==> config.mk <==
export PLATFORM = sky130hd
export DESIGN_NAME = branch_hazard_unit
export DESIGN_NICKNAME = d
export VERILOG_FILES = /design/src/rtl/branch_hazard_unit.sv
export SDC_FILE = /design/constraint.sdc
export NUM_CORES = 1
export LEC_CHECK = 0
export CAP_MARGIN = 30
export CELL_PAD_IN_SITES_DETAIL_PLACEMENT = 1
export CELL_PAD_IN_SITES_GLOBAL_PLACEMENT = 2
export CORE_AREA = 2 2 65 67
export CTS_CLUSTER_SIZE = 16
export DETAILED_ROUTE_END_ITERATION = 8
export DIE_AREA = 0 0 67 69
export PLACE_DENSITY_LB_ADDON = 0.1
export SLEW_MARGIN = 10
export SYNTH_ARGS = -nofsm -noshare
export SYNTH_HDL_FRONTEND = slang
export SYNTH_SLANG_ARGS = --single-unit
==> constraint.sdc <==
create_clock -name clk -period 3.11 [get_ports clk]
set_input_delay 0.311 -clock clk [delete_from_list [all_inputs] [get_ports clk]]
set_output_delay 0.311 -clock clk [all_outputs]
set_load 0.05 [all_outputs]
==> src/rtl/branch_hazard_unit.sv <==
// ID-stage branch hazard controller: stalls on producers forwarding cannot reach, flushes IF/ID on taken branches.
// Optional performance counters enabled with `define BRANCH_HAZARD_PERF_EN.
module branch_hazard_unit #(
    parameter int MAX_STALL = 2
) (
    input  logic       clk,
    input  logic       rst_n,
    input  logic       Branch_in,
    input  logic       Uses_rs2,
    input  logic [4:0] IFID_RegisterRs1,
    input  logic [4:0] IFID_RegisterRs2,
    input  logic       IDEX_RegWrite,
    input  logic       IDEX_MemRead,
    input  logic [4:0] IDEX_RegisterRd,
    input  logic       EXMEM_RegWrite,
    input  logic       EXMEM_MemRead,
    input  logic [4:0] EXMEM_RegisterRd,
    input  logic       Branch_taken,
    output logic       PC_write,
    output logic       IFID_write,
    output logic       IDEX_bubble,
    output logic       IFID_flush
`ifdef BRANCH_HAZARD_PERF_EN
    ,
    output logic [31:0] stall_cycles,
    output logic [31:0] flush_count
`endif
);

    localparam int CNT_W = $clog2(MAX_STALL + 1);

    typedef enum logic [1:0] {RUN, STALL, RESOLVE} state_t;

    state_t           state, state_next;
    logic [CNT_W-1:0] cnt, cnt_next;
    logic [CNT_W-1:0] need;
    logic [1:0]       need_rs1, need_rs2, need_max;
    logic             stall, flush;

    // Stall cycles one source needs: a load in EX needs two, an ALU result in EX or a load in MEM needs one.
    function automatic logic [1:0] src_need(
        input logic [4:0] rs,
        input logic       idex_rw,
        input logic       idex_mr,
        input logic [4:0] idex_rd,
        input logic       exmem_rw,
        input logic       exmem_mr,
        input logic [4:0] exmem_rd
    );
        logic idex_hit, exmem_hit;
        idex_hit  = idex_rw && (idex_rd != 5'd0) && (idex_rd == rs);
        exmem_hit = exmem_rw && (exmem_rd != 5'd0) && (exmem_rd == rs);
        if (idex_hit)
            return idex_mr ? 2'd2 : 2'd1;
        else if (exmem_hit && exmem_mr)
            return 2'd1;
        else
            return 2'd0;
    endfunction

    // NOTE: every variable assigned in always_comb gets a default first so no latch is inferred.
    always_comb begin
        need_rs1 = src_need(IFID_RegisterRs1, IDEX_RegWrite, IDEX_MemRead, IDEX_RegisterRd,
                            EXMEM_RegWrite, EXMEM_MemRead, EXMEM_RegisterRd);
        need_rs2 = 2'd0;
        if (Uses_rs2)
            need_rs2 = src_need(IFID_RegisterRs2, IDEX_RegWrite, IDEX_MemRead, IDEX_RegisterRd,
                                EXMEM_RegWrite, EXMEM_MemRead, EXMEM_RegisterRd);
        need_max = (need_rs1 > need_rs2) ? need_rs1 : need_rs2;
        need     = Branch_in ? CNT_W'(need_max) : '0;
    end

    // NOTE: sequential state uses non-blocking assignments so all registers update from pre-edge values.
    always_ff @(posedge clk) begin
        if (!rst_n) begin
            state <= RUN;
            cnt   <= '0;
        end else begin
            state <= state_next;
            cnt   <= cnt_next;
        end
    end

    always_comb begin
        state_next = state;
        cnt_next   = cnt;
        case (state)
            RUN, RESOLVE: begin
                if (need != '0) begin
                    cnt_next   = need - CNT_W'(1);
                    state_next = (cnt_next != '0) ? STALL : RESOLVE;
                end else begin
                    state_next = RUN;
                end
            end
            STALL: begin
                cnt_next = cnt - CNT_W'(1);
                // A branch withdrawn mid-stall returns to RUN without resolving.
                if (cnt_next == '0)
                    state_next = Branch_in ? RESOLVE : RUN;
            end
            default: begin
                state_next = RUN;
                cnt_next   = '0;
            end
        endcase
    end

    // Stall and flush are mutually exclusive; outputs idle while reset is held.
    always_comb begin
        stall = 1'b0;
        flush = 1'b0;
        if (rst_n) begin
            case (state)
                RUN, RESOLVE: begin
                    if (need != '0)
                        stall = 1'b1;
                    else
                        flush = Branch_in && Branch_taken;
                end
                STALL:   stall = 1'b1;
                default: stall = 1'b0;
            endcase
        end
    end

    assign PC_write    = ~stall;
    assign IFID_write  = ~stall;
    assign IDEX_bubble = stall;
    assign IFID_flush  = flush;

`ifdef BRANCH_HAZARD_PERF_EN
    always_ff @(posedge clk) begin
        if (!rst_n) begin
            stall_cycles <= '0;
            flush_count  <= '0;
        end else begin
            if (IDEX_bubble)
                stall_cycles <= stall_cycles + 32'd1;
            if (IFID_flush)
                flush_count <= flush_count + 32'd1;
        end
    end
`endif

endmodule

[Word level (Yosys, flattened, before mapping)]
Cells that the tools add are included.
Storage, ports and cells
  bits in registers: 4
  input bits: 29
  output and inout port bits: 4
  logic and storage cells: 51
Cells by class
  add/subtract/negate cells: 2
  magnitude comparators: 1
  equal/unequal tests: 8
  mux-type cells: 21
  bitwise logic cells: 1
  reductions and logical operators: 16
Operators with widths (count)
  2-to-1 mux 2 bit: 11
  == test 5 bit: 4
  nonzero test 5 bit: 2
  logical AND 1 bit: 9
  case mux 2 bit (2 select lines): 2
  2-to-1 mux 1 bit: 7
  zero test 2 bit: 2
  != test 2 bit, second input constant: 2
  nonzero test 2 bit: 2
  subtractor 2 x 1 -> 2 bit, second input constant: 2
  == test 2 x 1 -> 1 bit, second input constant: 1
  == test 2 bit, second input constant: 1
  greater-than comparator 2 bit: 1
  case mux 1 bit (2 select lines): 1
  OR reduction 2 bit: 1
  inverter 1 bit: 1

[Logic depth before layout (Yosys ltp)]
Gate-level depths: netlist (run 1).
  word-level depth: 15
  mapped depth: 16
  depth with buffers taken out: 16

[Least setup slack after synthesis (run 1)]
No wires, ideal clock.
  path kind: input to output
  start point: input port IDEX_RegisterRd[1]
  end point: output port IDEX_bubble
  data arrival time: 4.226 ns
  required time: 2.799 ns
  path slack: -1.427 ns
  cell stages on the path: 14
  path through: or4_4 > o21ai_2 > nor3_2 > mux2_4 > nor2_1 > ha_1 > nand2_1 > o21ai_0 > o31a_1 > nand2_1 > ha_1 > nor2_1 > o21ai_0 > inv_1
On the way
  longest elaborated chain between the ends: 12
  elaborated cells on any way between the ends: 16
  classes of those cells: order compare (1); eq/ne (2); mux (8); reduce/logical (5)
Ends and longest elaborated chain
  start: declaration: line 14  | input logic [4:0] IDEX_RegisterRd,
  nonzero test 5 bit: line 51  | idex_hit = idex_rw && (idex_rd != 5'd0) && (idex_rd == rs);
  logical AND 1 bit (2 in a row): line 51
  2-to-1 mux 2 bit: line 53  | if (idex_hit)
  2-to-1 mux 2 bit: line 66  | if (Uses_rs2)
  greater-than comparator 2 bit: line 69  | need_max = (need_rs1 > need_rs2) ? need_rs1 : need_rs2;
  2-to-1 mux 2 bit (*): line 69
  2-to-1 mux 2 bit (*): line 70  | need = Branch_in ? CNT_W'(need_max) : '0;
  nonzero test 2 bit (*): line 116  | if (need != '0)
  2-to-1 mux 1 bit (*): line 116
  case mux 1 bit (2 select lines) (*): line 114  | case (state)
  2-to-1 mux 1 bit (*): line 113  | if (rst_n) begin
  end: declaration: line 21  | output logic IDEX_bubble,
Every way passes the cells marked *; elsewhere a longest branch is shown, timed or not.

[Worst setup path in the final report (run 1)]
  start point: input port IDEX_RegisterRd[4]
  end point: output port IFID_write
On the way
  longest elaborated chain between the ends: 13
  elaborated cells on any way between the ends: 17
  classes of those cells: order compare (1); eq/ne (2); mux (8); bitwise (1); reduce/logical (5)
Ends and longest elaborated chain
  nonzero test 5 bit: line 51
  logical AND 1 bit (2 in a row): line 51
  2-to-1 mux 2 bit: line 53
  2-to-1 mux 2 bit: line 66
  greater-than comparator 2 bit: line 69
  2-to-1 mux 2 bit (*): line 69
  2-to-1 mux 2 bit (*): line 70
  nonzero test 2 bit (*): line 116
  2-to-1 mux 1 bit (*): line 116
  case mux 1 bit (2 select lines) (*): line 114
  2-to-1 mux 1 bit (*): line 113
  inverter 1 bit (*): line 128  | assign IFID_write = ~stall;
  end: declaration: line 20  | output logic IFID_write,
Marked as above.

==> flow_summary.toml, run 1 <==
[status]
status = "finished, violations left"
violations = "setup timing"

[worst_setup_path]
setup.worst_path.start_class = "input port"
slowest_stage = "or4_4"
worstPathCellList = "buf_6, or4_4, o21ai_4, buf_6, nor3_4, mux2_4, nor2_4, ha_4, nand2_2, o21ai_2, o31a_1, nand2_1, ha_2, nor2_4, o21ai_4, buf_12, buf_12"
critPathRequiredTime_ps = 2800
critPathKind = "input port to primary output"
crit_arrival_ps = 3090
path_max_fanout = 3
end_kind = "primary output"
max_stage_delay_ps = 550

[floorplanning]
dieHeight_um = 69
fp.dieArea_um2 = 4620
die-width_um = 67
ioPinCount = 33
core_area_um2 = 3910
rows = 23
start_util_pct = 19.5

[clock_tree]
ctsHoldBuffers = 0
cts_tree = "built"
cts_max_level = 1
root_buffer = "clkbuf_8"
cts_max_path_buffers = 2
cts_made_buffers = 3
clock_sinks = 4
clk_latency_ps = 220
clkTransAtPathRegs_ps = 30

[global_route]
grt_util_all_layers_pct = 13.7
grt_pass1_vias = 1114
grt_max_degree = 7
grt_overflow_total = 0
grt_antenna_before_repair = 0
grt_pass1_wl_mm = 4.89

[sta]
worst_hold_slack_ps = 652
clock_skew_ps = 0.101
rsz0062_at_grt = "yes"
clock.fmax_ghz = 0.294
final_hold_viol_count = 0
fin_crit_ps = 3400
finalCritPeriodShare_pct = 109
setup_viol = 4
slew-limit-headroom_pct = 66.9
finalMaxSlewViolations = 0
tightest_slew_ps = 495
fin_ws_ps = -291

[placement]
portBuffers = 32
finalWeightedCongestion = 0.769
preCtsSetupSlack_ps = -712
dp.cells = 213
dp_hpwl_mm = 2.43

[final_layout]
antenna_cells = 0
final_nets = 213
mostFrequentLayoutCell = "buf_4"
final_util_pct = 44.4
area_growth_pct = 128
fillers = 464
final_cell_mix = "41 x buf_4, 12 x dlygate4sd2_1, 8 x xor2_1, 7 x nand2_1, 7 x xnor2_2"
drive_above_1_share_pct = 52.6
stdcell_count = 225

[synth]
synth_edf_count = 0
ys_ff_latch = 4
synthArstFlopShare_pct = 0
yosysTopAreaCell = "xnor2_1"
ys_types = 32
syn_nets = 133
ys.flop_type = "dfxtp_1"
synthTopCellsByArea = "xnor2_1 14%, ha_1 11%, dfxtp_1 10%"
syn_avg_cell_area_um2 = 7.87
yosys_warnings = 0
ys_seq_area_share_pct = 10.5
synth_area_um2 = 763
syn_inst = 97
synth.top_cell.area_share_pct = 13.8

[run]
max_cap_viol_count = 0

[power]
p_sw_uw = 108
p_leak_uw = 0.000768
pwr-share-seq_pct = 15.7
power_frac_comb_pct = 52.4
swShare_pct = 31.2
power_per_cell_area_nw_per_um2 = 200
irDropWorstVdd_mv = 0.0718
p_int_uw = 239
clockPowerShare_pct = 32.0

[routing]
route.met2.wl_mm = 1.72
first_pass_iters = 4
highest_layer = "met4"
route.detailed.drc = 0
wire_per_inst_um = 13.6
wirelength_mm = 3.07
drt_iter0_drc = 14
ant_nets = 0
vias = 995
via_per_inst = 4.42
met3_length_um = 97
wl_met1_mm = 1.21

[hold_path]
hold_path.class = "flip-flop to flip-flop"
-- through the flow --
step | setup TNS [ps] | power, uW | instance area [um^2]
floorplan | -504 | 115 | 802
global placement | -3740 | 214 | 1490
detailed placement | -4270 | 216 | 1490
CTS | -1430 | 339 | 1650
global route | -1940 | 369 | 1740
finish | -997 | 348 | 1740
-- Yosys cell counts (all sizes together) (2+ instances only) --
library cell and count:
xnor2 12, nand2 10, xor2 8, ha 7
inv 6, nor2 6, o21ai 6, and2 4
dfxtp 4, nand2b 4, nor2b 4, nor3 4
nand3 3, nand4 2, nor4 2
-- repair_timing --
| item | in CTS | in global routing |
|---|---|---|
| pin swaps | 19 | 18 |
| setup buffers | 5 | 4 |
| endpoints found under the hold margin | 0 | 0 |
| endpoints found under the setup margin | 7 | 7 |
| resized for setup | 52 | 20 |
-- flip-flops by register name (all words and copies together), names as in the netlist --
signal  flops
state       2
cnt         2
-- power by group through the flow --
stage	registers (uW)	logic, uW	clock network [uW]
global placement	55.1	159	0
detailed placement	55.1	161	0
finish	54.5	182	111
CTS	54.5	172	113
floorplan	54.8	60.2	0
global route	54.7	198	117
-- worst max-delay path: cells and delay by family --
family          cells  cell delay, ps
compound gates      4             700
mux                 1             310
buf+inv             4             470
fa+ha+maj           2             400
simple gates        6             890
-- layout make-up --
type,instances,area (um^2),share of cell area [%]
clock buffers,3,41.3,2.38
inverters,6,22.5,1.30
multi-input cells,86,837,48.2
flip-flops and latches,4,80.1,4.61
well taps,50,62.6,3.60
repair buffers,76,694,40.0
-- per-layer routing --
metal,GRT usage [%],up-vias
met5,0,-
met4,2.72,0
met3,1.96,5
met2,26.6,25
met1,15.2,468
li1,-,497
-- worst paths after layout --
check	from	to	slack (ps)	cells after the start
worst min-delay path	cnt[1]	cnt[1]	650	3
worst max-delay path	IDEX_RegisterRd[4]	IFID_write	-290	17
worst max register to register	state[0]	cnt[0]	1620	5
worst min register to register	cnt[1]	cnt[1]	650	3
-- cell families (layout without fill, tap and decap cells) --
logic type / Yosys count / count (layout) / synth area share [%]
and+or+nand+nor: 43 / 43 / 31.0
xor gates and xnor gates: 20 / 20 / 23.0
AOI/OAI and AO/OA: 14 / 14 / 16.9
DFF: 4 / 4 / 10.5
adders and majority gates: 7 / 7 / 11.5
muxes: 2 / 2 / 3.28
buffers and inverters: 7 / 85 / 3.93
(Power assumes the default switching activity.)
==> run 2, diff against run 1 <==
- SLEW_MARGIN: 10 -> 40
==> results of run 2 <==
Same layout as run 1: the final DEF is identical, and so are final timing and power.
